### src/rtl/xor8_rr_sched.sv
// Round-robin scheduler sharing one 8-input parity tree among NREQ requesters.
// Optional XOR8_SCHED_STALL_EN adds res_ready back-pressure on the result slot.
module xor8_rr_sched #(
  parameter int NREQ = 4,
  parameter int IDW  = 2,
  parameter int CNTW = 16
) (
  input  logic              clk,
  input  logic              rst_n,
  input  logic [NREQ-1:0]   req_valid,
  input  logic [8*NREQ-1:0] req_data,
  output logic [NREQ-1:0]   req_ready,
  output logic              res_valid,
  output logic [IDW-1:0]    res_id,
  output logic [7:0]        res_data,
  output logic              res_parity,
`ifdef XOR8_SCHED_STALL_EN
  input  logic              res_ready,
`endif
  input  logic              cnt_clr,
  output logic [CNTW-1:0]   odd_cnt,
  output logic              busy
);

  localparam logic [CNTW-1:0] CNT_MAX = '1;

  logic              res_valid_q, res_valid_d;
  logic [IDW-1:0]    res_id_q, res_id_d;
  logic [7:0]        res_data_q, res_data_d;
  logic              res_parity_q, res_parity_d;
  logic [IDW-1:0]    ptr_q, ptr_d;
  logic [CNTW-1:0]   cnt_q, cnt_d;

  logic              cons_ready;
  logic              deliver;
  logic              slot_free;
  logic              accept;
  logic              gnt_found;
  logic [IDW-1:0]    gnt_idx;
  logic [7:0]        gnt_word;
  logic [2**IDW-1:0] vld_pad;

`ifdef XOR8_SCHED_STALL_EN
  assign cons_ready = res_ready;
`else
  assign cons_ready = 1'b1;
`endif

  assign deliver   = res_valid_q & cons_ready;
  assign slot_free = ~res_valid_q | deliver;
  assign vld_pad   = (2**IDW)'(req_valid);

  // Search starts one past the last grant and wraps at NREQ-1.
  always_comb begin
    logic [IDW:0] sum;
    gnt_found = 1'b0;
    gnt_idx   = '0;
    for (int k = 1; k <= NREQ; k++) begin
      sum = {1'b0, ptr_q} + (IDW+1)'(k);
      if (sum >= (IDW+1)'(NREQ)) sum = sum - (IDW+1)'(NREQ);
      if (!gnt_found && vld_pad[sum[IDW-1:0]]) begin
        gnt_found = 1'b1;
        gnt_idx   = sum[IDW-1:0];
      end
    end
  end

  always_comb begin
    gnt_word = '0;
    for (int i = 0; i < NREQ; i++) begin
      if (gnt_idx == IDW'(i)) gnt_word = req_data[8*i +: 8];
    end
  end

  assign accept = rst_n & slot_free & gnt_found;

  always_comb begin
    req_ready = '0;
    for (int i = 0; i < NREQ; i++) begin
      req_ready[i] = accept & (gnt_idx == IDW'(i));
    end
  end

  always_comb begin
    res_valid_d  = res_valid_q;
    res_id_d     = res_id_q;
    res_data_d   = res_data_q;
    res_parity_d = res_parity_q;
    ptr_d        = ptr_q;
    if (accept) begin
      res_valid_d  = 1'b1;
      res_id_d     = gnt_idx;
      res_data_d   = gnt_word;
      res_parity_d = ^gnt_word;
      ptr_d        = gnt_idx;
    end else if (deliver) begin
      res_valid_d  = 1'b0;
    end
  end

  // Clear wins over a coincident odd delivery; the count never wraps.
  always_comb begin
    cnt_d = cnt_q;
    if (cnt_clr) begin
      cnt_d = '0;
    end else if (deliver && res_parity_q && (cnt_q != CNT_MAX)) begin
      cnt_d = cnt_q + CNTW'(1);
    end
  end

  always_ff @(posedge clk or negedge rst_n) begin
    if (!rst_n) begin
      res_valid_q  <= 1'b0;
      res_id_q     <= '0;
      res_data_q   <= '0;
      res_parity_q <= 1'b0;
      ptr_q        <= IDW'(NREQ-1);
      cnt_q        <= '0;
    end else begin
      res_valid_q  <= res_valid_d;
      res_id_q     <= res_id_d;
      res_data_q   <= res_data_d;
      res_parity_q <= res_parity_d;
      ptr_q        <= ptr_d;
      cnt_q        <= cnt_d;
    end
  end

  assign res_valid  = res_valid_q;
  assign res_id     = res_id_q;
  assign res_data   = res_data_q;
  assign res_parity = res_parity_q;
  assign odd_cnt    = cnt_q;
  assign busy       = res_valid_q | (|req_valid);

endmodule

### config.mk
export PLATFORM = sky130hd
export DESIGN_NAME = xor8_rr_sched
export DESIGN_NICKNAME = d
export VERILOG_FILES = /design/src/rtl/xor8_rr_sched.sv
export SDC_FILE = /design/constraint.sdc
export NUM_CORES = 1
export LEC_CHECK = 0
export ABC_AREA = 1
export BUFFER_PORTS_ARGS = -buffer_cell sky130_fd_sc_hd__buf_2
export CORE_MARGIN = 5
export CORE_UTILIZATION = 55
export CTS_BUF_LIST = sky130_fd_sc_hd__clkbuf_2 sky130_fd_sc_hd__clkbuf_4 sky130_fd_sc_hd__clkbuf_8
export CTS_CLUSTER_SIZE = 16
export DETAILED_ROUTE_END_ITERATION = 10
export GPL_TIMING_DRIVEN = 0
export PLACE_DENSITY = 0.84
export SLEW_MARGIN = 20
export SYNTH_ARGS = -nofsm -noshare
export SYNTH_HDL_FRONTEND = slang
export SYNTH_SLANG_ARGS = --single-unit
### constraint.sdc
create_clock -name clk -period 5.3 [get_ports clk]
set_input_delay 0.53 -clock clk [delete_from_list [all_inputs] [get_ports clk]]
set_output_delay 0.53 -clock clk [all_outputs]
set_load 0.03 [all_outputs]
==> results.yml <==
synthesis:
  syn-num-nets: 366
  synth.avg_cell_area_sq_um: 6.582
  synth_top_area_share: 0.3265
  synth.area.top_cells: "dfrtp_1 33%, nand2_1 19%, nand3_1 7.5%"
  synth_edf_count: 0
  synth_ff_type: "dfrtp_1"
  synth_async_sr_flop_share: 1.000
  ys_ff_latch: 30
  synth.distinct_cells: 32
  yosysWarnings: 0
  syn_area_sq_um: 2146
  yosysSeqAreaShare: 0.3510
  netlist_instances: 326
  post-synth-top-count-cell: "nand2_1"
  netlist.top_cell.by_area: "dfrtp_1"
  synthTopCellsByCount: "108 x nand2_1, 33 x inv_1, 32 x nand3_1"
floorplanning:
  die_h_um: 72.46
  dieArea_sq_um: 5250
  rows: 22
  initial_core_util: 0.5774
  coreArea_sq_um: 3716
  io_pins: 72
  die_x_um: 72.46
timing:
  tightestPinTransition_ns: 0.6604
  rsz0062_at_grt: "no"
  hold_slack_ns: 0.2775
  max_freq_mhz: 370.5
  maxSlewHeadroom: 0.5597
  finClkSkew_ns: 0.003406
  tns_ns: 0
  period_share: 0.5092
  hold_viol: 0
  final_max_slew_viol_count: 0
  fin_crit_ns: 2.699
  setup_viol: 0
clock_tree:
  h-tree-depth: 2
  post_cts_buffers: 0
  cts_root_buf: "clkbuf_8"
  hold_buffers: 0
  numCtsBuffers: 5
  cts.sinks: 30
  tritoncts: "done"
  clockBufferDepth: 2
  clk_pin_slew_ns: 0.06
  clkLatencyLatePin_ns: 0.28
  cts_resized: 0
grt:
  grt_first_pass_wirelength_mm: 8.907
  grt_overflow: 0
  grt_pass1_vias: 2121
  grt_usage: 0.2079
  grt_max_degree: 32
  grt_antenna_before_repair: 0
placement:
  portBuffers: 71
  place_congestion: 0.8859
  placed_area_sq_um: 2561
  dpl.hpwl_mm: 4.262
finish:
  multiInputGateArea_sq_um: 1201
  layout.nets: 444
  antenna_cells: 0
  drive_above_1_share: 0.2840
  fillers: 332
  fin_area_sq_um: 2656
  seqCellArea_sq_um: 753.2
  area_delta_synth_final_pct: 23.79
  postLayoutCoreUtil: 0.7148
detailed_routing:
  viasPerCell: 5.179
  drtIter0Drc: 149
  avgRoutedWirePerCell_um: 11.75
  num_vias: 2346
  dr.pass1.iters: 4
  remaining_drc_errors: 0
  wl_mm: 5.322
  detail-route-antenna-nets: 0
pwr:
  power_density_nw_per_um2: 698.8
  max-vdd-ir-drop_mv: 0.5715
  leakage_nw: 1.461
setup_path:
  startpoint_type: "register"
  cp_cell_sequence: "inv_2 -> nand2_1 -> nand3_1 -> nand2_2 -> nand4_1 -> nand2_2 -> inv_2 -> nand2_4 -> buf_6 -> nand2_1 -> nor2_1 -> buf_2"
  cp_max_fo: 10
  worst-r2r-setup-slack_ns: 2.91
  crit_slowest_cell: "dfstp_2"
  path_class: "reg2out"
  crit_arrival_ns: 2.17
  end_kind: "primary output"
  cp_data_required_time_ns: 4.77
  cp_slowest_stage_delay_ns: 0.56
  path_buf_inv: 4
  cp_top_family: "simple AND/OR/NAND/NOR gates"
flow_run:
  cap_violations: 0
worst_hold_path:
  hold_class: "in2async"
outcome:
  status: "finished clean"
-- flip-flops by register name (all words and copies together) (netlist names) --
| register | count |
|---|---|
| odd_cnt | 16 |
| res_data | 8 |
| ptr_q | 2 |
| res_id | 2 |
| res_parity | 1 |
| res_valid | 1 |
-- kinds of logic (layout without fill, tap and decap cells) --
kind of cell	count (synthesis)	in the layout	synth area share
flip-flops	30	30	0.3510
adder cells (fa/ha/maj)	1	1	0.005830
buffers and inverters	45	124	0.08921
AO/OA/AOI/OAI	45	45	0.1108
XOR/XNOR	1	1	0.004082
AND/OR/NAND/NOR	204	204	0.4391
-- worst paths after layout --
check	endpoint	from	cells after the start
min reg2reg	res_data[1]	res_data[1]	2
max	req_ready[2]	ptr_q[0]	12
max reg2reg	res_parity	ptr_q[0]	20
min in group clk	odd_cnt[5]	cnt_clr	2
min	odd_cnt[5]	rst_n	1
max in group asynchronous	odd_cnt[1]	rst_n	1
-- layout by cell type (no fill, tap or decap), types with 3 or more instances in the layout --
cell type / count
nand2_1: 108
o21ai_0: 25
nand3_1: 32
buf_6: 3
a21oi_1: 12
inv_1: 33
buf_2: 71
o21ai_1: 3
inv_2: 6
nor3_1: 6
nand4_1: 8
nand2_2: 14
nand2_4: 3
or2_0: 3
clkbuf_8: 6
dfrtp_1: 28
nor2_1: 19
-- layer usage --
metal	vias to the layer above	wire length (um)	global-route usage
met1	1031	2326	0.2638
li1	1211	-	-
met3	10	394	0.03047
met4	0	55	0.08197
met5	-	0	0
met2	94	2545	0.3549
-- worst reg2reg max path, delay by kind of cell, from the launching register on --
kind                   cells  cell delay (ns)
AO/OA/AOI/OAI              1             0.09
flip-flops                 1             0.56
AND/OR/NAND/NOR           18             1.50
buffers and inverters      1             0.14
-- report_power, final --
part | internal (W) | switching (W) | total [W]
Combinational | 0.000439 | 0.000896 | 0.00134
Sequential | 0.000289 | 0.0000388 | 0.000328
Clock | 0.000110 | 0.0000834 | 0.000193
-- through the flow --
step / total power (W) / instances / setup slack, ns
CTS: 0.001864 / 453 / 2.576
global route: 0.002046 / 453 / 2.361
floorplan: 0.001386 / 326 / 2.810
detailed placement: 0.001654 / 445 / 2.583
finish: 0.001856 / 453 / 2.601
global placement: 0.001619 / 445 / 2.566
-- layout make-up --
class	instances	area share
Multi-Input combinational cell	251	0.4522
Sequential cell	30	0.2836
Timing Repair Buffer	71	0.1338
Inverter	40	0.05652
Clock buffer	7	0.03391
Tap cell	48	0.02261
Buffer	5	0.01554
Clock inverter	1	0.001884
(Power assumes the default switching activity.)
